--- src/rtl/vcg_pkg.sv ---
// Shared constants and helpers for the vcg modulo counter family.
// Helpers operate on MAX_W-bit values; callers zero-extend and slice.
package vcg_pkg;

  localparam int unsigned MAX_W = 32;

  localparam logic DIR_UP = 1'b1;
  localparam logic DIR_DN = 1'b0;

  function automatic logic [MAX_W-1:0] bin2gray(input logic [MAX_W-1:0] b);
    return b ^ (b >> 1);
  endfunction

  // Loads at or above the modulus saturate to the last legal count.
  function automatic logic [MAX_W-1:0] clamp(input logic [MAX_W-1:0] d,
                                             input longint unsigned m);
    logic [63:0] m_last;
    m_last = m - 64'd1;
    return (64'(d) >= m) ? m_last[MAX_W-1:0] : d;
  endfunction

endpackage

--- src/rtl/vcg_prescaler.sv ---
// Clock-enable prescaler: emits one tick per DIV enabled cycles.
// DIV=1 degenerates to a passthrough with no state.
module vcg_prescaler #(
  parameter int unsigned DIV = 2
) (
  input  logic clk,
  input  logic r,
  input  logic clr,
  input  logic ce,
  output logic tick,
  output logic last
);

  if (DIV == 1) begin : g_pass
    logic unused_pass;
    assign unused_pass = clk ^ r ^ clr;
    assign last = 1'b1;
    assign tick = ce;
  end else begin : g_div
    localparam int unsigned     PW    = $clog2(DIV);
    localparam logic [PW-1:0]   P_MAX = PW'(DIV - 1);

    logic [PW-1:0] p_q, p_d;

    // A load restarts the prescale phase so the next count is a full DIV away.
    always_comb begin
      p_d = p_q;
      if (clr) begin
        p_d = '0;
      end else if (ce) begin
        p_d = (p_q >= P_MAX) ? '0 : p_q + PW'(1);
      end
    end

    always_ff @(posedge clk) begin
      if (r) p_q <= '0;
      else   p_q <= p_d;
    end

    assign last = (p_q == P_MAX);
    assign tick = ce & last;
  end

endmodule

--- src/rtl/vcg_mod_counter.sv ---
// Cascadable modulo-MOD up/down counter with ce prescaler and synchronous load.
// Define VCG_GRAY_OUT_EN to add the registered Gray-coded output Yg.
module vcg_mod_counter
  import vcg_pkg::*;
#(
  parameter int unsigned WIDTH = 4,
  parameter int unsigned MOD   = 10,
  parameter int unsigned DIV   = 2
) (
  input  logic             clk,
  input  logic             r,
  input  logic             ce,
  input  logic             dir,
  input  logic             ld,
  input  logic [WIDTH-1:0] din,
  output logic [WIDTH-1:0] Y,
  output logic             TC,
  output logic             CEO
`ifdef VCG_GRAY_OUT_EN
  ,
  output logic [WIDTH-1:0] Yg
`endif
);

  if (WIDTH < 1 || WIDTH > MAX_W || MOD < 2 || 64'(MOD) > (64'd1 << WIDTH) || DIV < 1)
  begin : g_bad_param
    $error("vcg_mod_counter: illegal WIDTH/MOD/DIV combination");
  end

  localparam logic [WIDTH-1:0] Y_MAX = WIDTH'(MOD - 1);

  logic             tick, last;
  logic [WIDTH-1:0] y_q, y_d;
  logic [MAX_W-1:0] ld_ext;
  logic             unused_ld;

  vcg_prescaler #(.DIV(DIV)) u_presc (
    .clk  (clk),
    .r    (r),
    .clr  (ld),
    .ce   (ce),
    .tick (tick),
    .last (last)
  );

  assign ld_ext    = clamp(MAX_W'(din), 64'(MOD));
  assign unused_ld = ^ld_ext;

  // Out-of-range values are treated as the wrap point in either direction.
  always_comb begin
    y_d = y_q;
    if (ld) begin
      y_d = ld_ext[WIDTH-1:0];
    end else if (tick) begin
      if (dir == DIR_UP) y_d = (y_q >= Y_MAX) ? '0 : y_q + WIDTH'(1);
      else               y_d = (y_q == '0 || y_q > Y_MAX) ? Y_MAX : y_q - WIDTH'(1);
    end
  end

  always_ff @(posedge clk) begin
    if (r) y_q <= '0;
    else   y_q <= y_d;
  end

  assign Y   = y_q;
  assign TC  = last & ((dir == DIR_UP) ? (y_q == Y_MAX) : (y_q == '0));
  assign CEO = ce & TC;

`ifdef VCG_GRAY_OUT_EN
  logic [WIDTH-1:0] yg_q;
  logic [MAX_W-1:0] gray_full;
  logic             unused_gray;

  assign gray_full   = bin2gray(MAX_W'(y_d));
  assign unused_gray = ^gray_full;

  always_ff @(posedge clk) begin
    if (r) yg_q <= '0;
    else   yg_q <= gray_full[WIDTH-1:0];
  end

  assign Yg = yg_q;
`endif

endmodule

--- config.mk ---
export PLATFORM = sky130hd
export DESIGN_NAME = vcg_mod_counter
export DESIGN_NICKNAME = d
export VERILOG_FILES = /design/src/rtl/vcg_pkg.sv /design/src/rtl/vcg_prescaler.sv /design/src/rtl/vcg_mod_counter.sv
export SDC_FILE = /design/constraint.sdc
export NUM_CORES = 1
export LEC_CHECK = 0
export ABC_AREA = 1
export BUFFER_PORTS_ARGS = -buffer_cell sky130_fd_sc_hd__buf_2
export CAP_MARGIN = 25
export CORE_AREA = 2 2 39 41
export DETAILED_ROUTE_END_ITERATION = 16
export DIE_AREA = 0 0 41 43
export SYNTH_ARGS = -nofsm -noshare
export SYNTH_HDL_FRONTEND = slang
export SYNTH_HIERARCHICAL = 1
export SYNTH_SLANG_ARGS = --single-unit
--- constraint.sdc ---
create_clock -name clk -period 1.5 [get_ports clk]
set_input_delay 0.15 -clock clk [delete_from_list [all_inputs] [get_ports clk]]
set_output_delay 0.15 -clock clk [all_outputs]
set_load 0.02 [all_outputs]
==> reports/results.txt, run 1 <==
Overall routing resource usage: 17.5%
Pins Over Slew Limit: 0
Grt total ovfl: 0
Num CTS Buffers: 3
Half-perimeter wire length after placement: 1000 microns
Warnings, synthesis: 6
Status: finished, violations left
Number of global-route vias before repair: 506
Die Height: 43 microns
Worst Setup Slack post-DPL: 0.0917 ns
Wire per inst: 10.7 microns
Num ports: 15
DRC violations left: 0
Register area share after synthesis: 19.8%
GP Congestion: 0.818
First-pass GRT wire length: 2080 microns
Post-synthesis net count: 92
Power density cells: 688 nW/um^2
First drt pass iteration count: 4
Largest net degree at the start of global routing: 7
FMAX: 661 MHz
EDFF count, synth: 0
Worst R2R Start: Y[0]
Violated checks: negative setup slack
Fillers: 145
Floorplan core area: 1380 sq um
Final period utilization: 101%
Clock root buffer: clkbuf_4
WS Path Type: reg2out
Worst Tran Pin Value: 0.369 ns
Clock H-tree levels: 1
Worst Path Arrival: 1.36 ns
Drt via density: 4.69
FFs w/ async S/R, synth: 0%
Area of the mapped netlist: 507 sq um
Yosys top cell by area: dfxtp_1
Crit path time final: 1.51 ns
Gate Count Post-Synth: 80
DRT antenna net count: 0
Initial core utilization: 36.6%
Synth cell types: 20
Worst setup EP type: primary output
Share of layout cells above drive strength 1: 38.1%
FP Rows: 14
Setup crit start kind: flip-flop
CTS Buffer Depth: 2
Hold path start: r
IO buf count: 14
Initial DRC Count: 7
Vias: 568
HP Class: in2reg
RSZ-0062 raised after global routing: true
Clock sink count: 5
Die area: 1760 sq um
Top-area cell type share of the netlist area: 19.8%
Clock Latency Late Sink: 0.24 ns
DRT Wirelength: 1300 microns
Most instantiated cells after synthesis: 22 x nand2_1, 11 x inv_1, 10 x nor2_1
Count leader, synth: nand2_1
Critical Path RT: 1.35 ns
P_leak: 0.360 nW
P&R area growth vs syn: 44.9%
Peak supply drop: 0.343 mV
Setup Viol. Count Final: 1
Setup TNS: -0.0133 ns
Worst slew margin: 75.3%
Final nets: 118
Initial antenna violation count: 0
Diodes inserted: 0
Top_reg_cell synth: dfxtp_1
Crit-path max FO: 2
Post-synthesis sequential element count: 5
Clock-pin slew on the worst setup and hold paths: 0.04 ns
Leading post-synthesis cells by cell area: dfxtp_1 20%, nand2_1 16%, nand3_1 8.9%
WHS: 0.137 ns
Die W: 41 microns
CTS tree: yes
Layout Skew: 0.00151 ns
Worst Setup SP: Y[1]
Setup ws final: -0.0133 ns
Max-cap viol count: 0
Syn Area/Cell: 6.33 sq um
Final hold violations: 0
where the power goes:
part / switching (W) / total (W) / internal (W)
Clock: 0.0000568 / 0.000158 / 0.000101
Combinational: 0.000108 / 0.000192 / 0.0000841
Sequential: 0.0000122 / 0.000155 / 0.000143
layer usage:
layer	wire length (microns)	up-vias	track usage [%]	part of all wire (%)
met5	0	-	0	0
met4	11	0	4.00	0.85
met3	57	2	6.28	4.4
met2	655	13	27.8	50
met1	575	246	21.5	44
li1	-	307	-	-
worst paths after layout:
check / to / slack, ns / cells past startpoint
worst max-delay path: CEO / -0.01 / 6
worst min-delay path: Y[0] / 0.14 / 2
worst max register to register: Y[3] / 0.07 / 11
worst min register to register: u_presc/last / 0.52 / 2
cell type report:
type	instances	area [sq um]	share of cell area, %
Tap cell	16	20.0	2.73
Inverter	12	55.1	7.50
Timing Repair Buffer	22	136	18.6
Multi-Input combinational cell	62	393	53.5
Clock buffer	4	26.3	3.58
Sequential cell	5	104	14.1
worst max-delay path, stage by stage, from the launching register on:
cell	delay, ns
dfxtp_2	0.32
inv_4	0.07
ha_4	0.14
nand3_4	0.07
a211oi_4	0.25
and2_4	0.17
buf_6	0.10
cells in the final DEF (no fill, tap or decap):
| cell type | instances |
|---|---|
| o21ai_0 | 1 |
| a31oi_4 | 1 |
| dfxtp_1 | 2 |
| inv_6 | 1 |
| xor2_1 | 1 |
| o21ai_1 | 1 |
| clkbuf_1 | 1 |
| nand3_2 | 2 |
| a211oi_4 | 1 |
| nand4_1 | 1 |
| nand3_4 | 1 |
| nor2_1 | 10 |
| nand3_1 | 8 |
| ha_1 | 1 |
| ha_4 | 2 |
| dfxtp_2 | 3 |
| clkbuf_4 | 3 |
| and2_4 | 1 |
| inv_1 | 9 |
| nand2_1 | 22 |
| inv_4 | 2 |
| buf_4 | 8 |
| buf_6 | 1 |
| a22o_1 | 2 |
| buf_2 | 13 |
| a21oi_1 | 5 |
| xnor2_1 | 1 |
| nor2_2 | 1 |
registers in the layout (all words and copies together) (netlist names):
register,count
Y,4
u_presc/last,1
metrics by stage:
stage | instances | area, sq um | power (W) | utilization, %
floorplan | 80 | 532 | 0.000274 | -
global placement | 113 | 641 | 0.000329 | 46.3
detailed placement | 113 | 641 | 0.000328 | 46.3
CTS | 121 | 729 | 0.000509 | 52.7
global route | 121 | 734 | 0.000546 | 53.1
finish | 121 | 734 | 0.000505 | 53.1
repair_timing:
| item | CTS | global route |
|---|---|---|
| hold buffers | 0 | 0 |
| cloned | 0 | 0 |
| setup endpoints to repair | 2 | 6 |
| pin swaps | 6 | 0 |
| resized for setup | 9 | 1 |
| buffers inserted | 4 | 0 |
cells by family after synthesis:
kind of cell    count (synthesis)  synth area share, %
buf+inv                        13                 12.1
xor+xnor                        2                 3.46
simple gates                   46                 40.2
fa+ha+maj                       3                 7.41
compound gates                 11                 17.0
flops                           5                 19.8
No activity file was read; power rests on OpenSTA's default activity.
==> inputs of run 2 (changes only) <==
Settings changed: PLACE_DENSITY set to 0.66, SYNTH_HIERARCHICAL 1 to not set.
==> run 2 against run 1 <==
Against the previous run: the flow now finishes without violations; clock skew increased by 0.0028 ns; flip-flop and latch count unchanged; synthesized cell count increased by 7.5%; final area decreased by 3.7%; core utilization decreased by 2.0 points; maximum frequency increased by 4.3%.
==> reports/results.txt, run 2 <==
Status: finished, final reports clean
Clock H-tree levels: 1
FP Rows: 14
Number of global-route vias before repair: 526
R2r worst-path depth: 10
Most frequent cells in the layout: 21 x nand2_1, 13 x buf_2, 12 x inv_1, 12 x nand3_1, 8 x a21oi_1
Top_reg_cell synth: dfxtp_1
HP Class: in2reg
Num ports: 15
CTS tree: yes
DRT Wirelength: 1260 microns
Initial antenna violation count: 0
First-pass GRT wire length: 2200 microns
FFs w/ async S/R, synth: 0%
EDFF count, synth: 0
Count leader, synth: nand2_1
IO buf count: 14
Leading post-synthesis cells by cell area: dfxtp_1 19%, nand2_1 16%, nand3_1 11%
Post-CTS Hold Buffers: 0
Max-cap viol count: 0
Clock-pin slew on the worst setup and hold paths: 0.05 ns
WS Path Type: reg2out
Clock Latency Late Sink: 0.24 ns
FMAX: 689 MHz
Synth cell types: 17
Worst Path Arrival: 1.30 ns
Overall routing resource usage: 17.8%
Share of layout cells above drive strength 1: 34.3%
Syn Area/Cell: 6.13 sq um
Initial DRC Count: 18
Largest net degree at the start of global routing: 10
Finished Layout Cells: 121
Max FFs per register: 4
Clock sink count: 5
GP Congestion: 0.745
Tot Pwr: 0.000528 W
Yosys top cell by area: dfxtp_1
Worst slew margin: 79.9%
Floorplan core area: 1380 sq um
Critical Path RT: 1.35 ns
Crit path time final: 1.45 ns
DRC violations left: 0
Worst R2R Start: Y[0]
Post-synthesis net count: 99
Clock root buffer: clkbuf_4
Crit-path max FO: 4
Most instantiated cells after synthesis: 22 x nand2_1, 15 x inv_1, 12 x nand3_1
Setup crit start kind: flip-flop
Hold path start: r
Leading cell type in the layout, fill and taps excluded: nand2_1
Half-perimeter wire length after placement: 998 microns
Hold endpoint: Y[0]
Layout Skew: 0.00432 ns
Final hold violations: 0
Drt via density: 4.98
FF-to-FF setup slack: 0.18 ns
Setup Viol. Count Final: 0
Pins Over Slew Limit: 0
P&R area growth vs syn: 34.2%
Final period utilization: 96.7%
Wire per inst: 10.4 microns
Hold Crit Depth: 2
P_leak: 0.367 nW
Worst r2r dst: Y[3]
Area of the mapped netlist: 527 sq um
Warnings, synthesis: 0
First drt pass iteration count: 4
Final nets: 119
Diodes inserted: 0
Num CTS Buffers: 3
Worst setup EP type: primary output
Die area: 1760 sq um
Gate Count Post-Synth: 86
Worst Tran Pin Value: 0.301 ns
RSZ-0062 raised after global routing: true
CTS Buffer Depth: 2
Grt total ovfl: 0
Register area share after synthesis: 19.0%
Die Height: 43 microns
Die W: 41 microns
Initial core utilization: 38.1%
Peak supply drop: 0.490 mV
Post-synthesis sequential element count: 5
Power density cells: 747 nW/um^2
Top-area cell type share of the netlist area: 19.0%
DRT antenna net count: 0
Vias: 602
Inst Count DP: 116
run 2: cell types whose count changed in the layout (fill, tap and decap cells not counted), moves of 3 or more:
cell and delta:
nor2_1 -7, buf_4 -4, nand3_1 +4, a21oi_1 +3, inv_1 +3
run 2: worst max path at each step:
| stage | from | endpoint | slack [ns] |
|---|---|---|---|
| 6_report | Y[1] | CEO | 0.05 |
| 3_3_place_gp | Y[1] | CEO | 0.14 |
| 4_1_cts | Y[1] | CEO | 0.007 |
| 5_1_grt | Y[1] | CEO | -0.05 |
| 2_1_floorplan | Y[1] | CEO | -0.03 |
| 3_5_place_dp | Y[1] | CEO | 0.11 |
run 2: kinds of logic (layout without fill, tap and decap cells):
family,after synthesis,after routing,synth area share (%)
AOI/OAI and AO/OA,14,14,16.4
xor gates and xnor gates,2,2,3.33
adders and majority gates,4,4,9.50
buffers and inverters,18,37,15.7
DFF,5,5,19.0
and+or+nand+nor,43,43,36.1
run 2: power breakdown:
| part | switching, W | internal (W) | leakage, nW |
|---|---|---|---|
| combinational | 0.000122 | 0.0000817 | 0.309 |
| sequential | 0.0000197 | 0.000145 | 0.0430 |
| clock | 0.0000588 | 0.000101 | 0.0150 |
| total | 0.000200 | 0.000328 | 0.367 |
run 2: through the flow:
step / cell area [sq um] / TNS [ns] / hold slack, ns / util [%] / setup slack [ns]
finish: 707 / 0 / 0.109 / 51.1 / 0.0488
global route: 707 / -0.0455 / 0.103 / 51.1 / -0.0455
CTS: 699 / 0 / 0.103 / 50.5 / 0.00685
detailed placement: 622 / 0 / 0.364 / 44.9 / 0.113
global placement: 622 / 0 / 0.363 / 44.9 / 0.140
floorplan: 539 / -0.0265 / 0.212 / - / -0.0265
run 2: layer usage:
metal  vias up  GRT usage (%)  wire length (microns)
met5         -              0                      0
met4         0           8.00                     31
met3         4           1.57                     54
met2        18           27.8                    613
met1       263           23.6                    563
li1        317              -                      -
run 2: area by class of cell:
type / instances / area, sq um
clock buffer: 4 / 26.3
fill: 147 / 677
inverter: 16 / 65.1
multi-input combinational: 63 / 393
sequential: 5 / 108
tap: 16 / 20.0
timing repair buffer: 17 / 95.1
run 2: repair_timing:
action | CTS | global route
setup endpoints to repair | 2 | 4
gates resized for setup | 14 | 3
endpoints found under the hold margin | 0 | 0
pin swaps | 5 | 0
buffers inserted | 2 | 0
cloned | 0 | 0
run 2: critical path, cell delays in order (launching register included):
cell and delay (ns):
dfxtp_2 0.32, inv_4 0.08, ha_4 0.14, nand3_4 0.08
nand2_2 0.08, inv_2 0.05, nor4_2 0.11, buf_2 0.20
==> inputs of run 3 (changes only) <==
Settings changed: CORE_AREA 2 2 39 41 to not set, CORE_UTILIZATION set to 40, DIE_AREA 0 0 41 43 to not set, PLACE_DENSITY 0.66 to not set.
Clock period 1.5 ns to 1.7 ns, I/O delays scaled along.
==> run 3 against run 2 <==
Against the previous run: total power shrank 16%; via count shrank 1.7%; global-route usage grew 2.7 points; non-clock buffer count shrank 2; first-iteration DRC count shrank 28%; final cell count shrank 3.3%; critical path depth shrank 3.
==> reports/results.txt, run 3 (synthesized netlist as in run 2, its figures left out) <==
Crit-path max FO: 9
Largest net degree at the start of global routing: 10
Floorplan core area: 1170 sq um
Sw Share: 37.4%
Clock sink count: 5
Drt via density: 5.06
DRC violations left: 0
Die Height: 38.3 microns
Die area: 1470 sq um
RSZ-0062 raised after global routing: false
Crit path time final: 1.58 ns
Post-CTS Setup Bufs: 0
Clock Latency Late Sink: 0.25 ns
Top Metal Used: met3
First drt pass iteration count: 4
Wire per inst: 10.6 microns
CTS tree: yes
Pins Over Slew Limit: 0
Final nets: 117
Wl on met1: 644 microns
Worst Tran Pin Value: 0.367 ns
Combinational share of power: 35.7%
Inst Count DP: 113
P_leak: 0.352 nW
Layout Skew: 0.000913 ns
Worst Path Arrival: 1.41 ns
Wire length on met3: 82 microns
Setup TNS: 0 ns
DRT Wirelength: 1240 microns
Fillers: 127
Initial antenna violation count: 0
Setup crit start kind: flip-flop
Most frequent cells in the layout: 22 x nand2_1, 14 x inv_1, 13 x buf_2, 12 x nand3_1, 8 x a21oi_1
FP Rows: 12
Power density cells: 693 nW/um^2
Design area: 638 sq um
Max-cap viol count: 0
WHS: 0.137 ns
Final hold violations: 0
Half-perimeter wire length after placement: 982 microns
Number of global-route vias before repair: 461
FMAX: 632 MHz
Num ports: 15
Setup Viol. Count Final: 0
Status: finished, final reports clean
Critical Path RT: 1.53 ns
Switching power total: 0.000165 W
Clock root buffer: clkbuf_4
Grt total ovfl: 0
Placed Area: 606 sq um
CP Buf/Inv Count: 1
Met2 WL: 510 microns
Num CTS Buffers: 3
Clock share of power: 31.7%
Share of layout cells above drive strength 1: 24.3%
Leading cell type in the layout, fill and taps excluded: nand2_1
Die W: 38.3 microns
Overall routing resource usage: 20.5%
Final period utilization: 93.1%
Cells along the critical path: nor2_1, a21oi_4, nor4_2, buf_4
P&R area growth vs syn: 21.1%
Worst setup EP type: primary output
First-pass GRT wire length: 1990 microns
CTS Buffer Depth: 2
Initial core utilization: 45.0%
Worst slew margin: 75.5%
Finished Layout Cells: 117
Peak supply drop: 0.310 mV
Diodes inserted: 0
Critical-path top delay cell: dfxtp_1
Part of the power in registers: 32.6%
CP top delay family: simple AND/OR/NAND/NOR gates
Clock-pin slew on the worst setup and hold paths: 0.04 ns
DRT antenna net count: 0
Internal power: 0.000277 W
CP max stage delay: 0.41 ns
Max FFs per register: 4
WS Path Type: reg2out
GP Congestion: 0.821
HP Class: in2reg
Initial DRC Count: 13
Clock H-tree levels: 1
Vias: 592
IO buf count: 14
-- run 3: what timing repair did --
| item | CTS | global route |
|---|---|---|
| pin swaps | 0 | 1 |
| hold buffers | 0 | 0 |
| gates resized for setup | 1 | 3 |
| endpoints found under the setup margin | 1 | 2 |
-- run 3: final timing paths --
check                                  start      endpoint  slack (ns)  depth (start not counted)
worst min-delay path                       r          Y[0]        0.14                          2
worst min register to register  u_presc.last  u_presc.last        0.56                          2
worst max register to register          Y[0]          Y[2]        0.32                          8
worst max-delay path                    Y[2]           CEO        0.12                          4
-- run 3: power groups by stage --
stage	Sequential (W)	Clock [W]	Combinational (W)
CTS	0.000144	0.000145	0.000156
global placement	0.000145	0	0.000156
floorplan	0.000150	0	0.000110
detailed placement	0.000146	0	0.000154
global route	0.000146	0.000153	0.000180
finish	0.000144	0.000140	0.000158
-- run 3: per-layer routing --
layer | global-route usage, % | vias up
li1 | - | 315
met1 | 29.3 | 254
met2 | 27.5 | 23
met3 | 8.72 | 0
met4 | 5.36 | 0
met5 | 0 | -
-- run 3: metrics by stage --
stage	setup WS (ns)	total power, W	util [%]
after detailed placement	0.273	0.000300	51.7
after CTS	0.0232	0.000445	54.0
after floorplan	0.0630	0.000260	-
after global routing	0.00373	0.000479	54.5
final	0.117	0.000442	54.5
after global placement	0.289	0.000301	51.7
-- run 3: cell type report --
type | count | area (sq um) | share of cell area (%)
clock buffer | 4 | 26.3 | 4.12
inverter | 16 | 60.1 | 9.41
multi-input combinational | 63 | 353 | 55.3
sequential | 5 | 101 | 15.9
tap | 14 | 17.5 | 2.75
timing repair buffer | 15 | 80.1 | 12.5
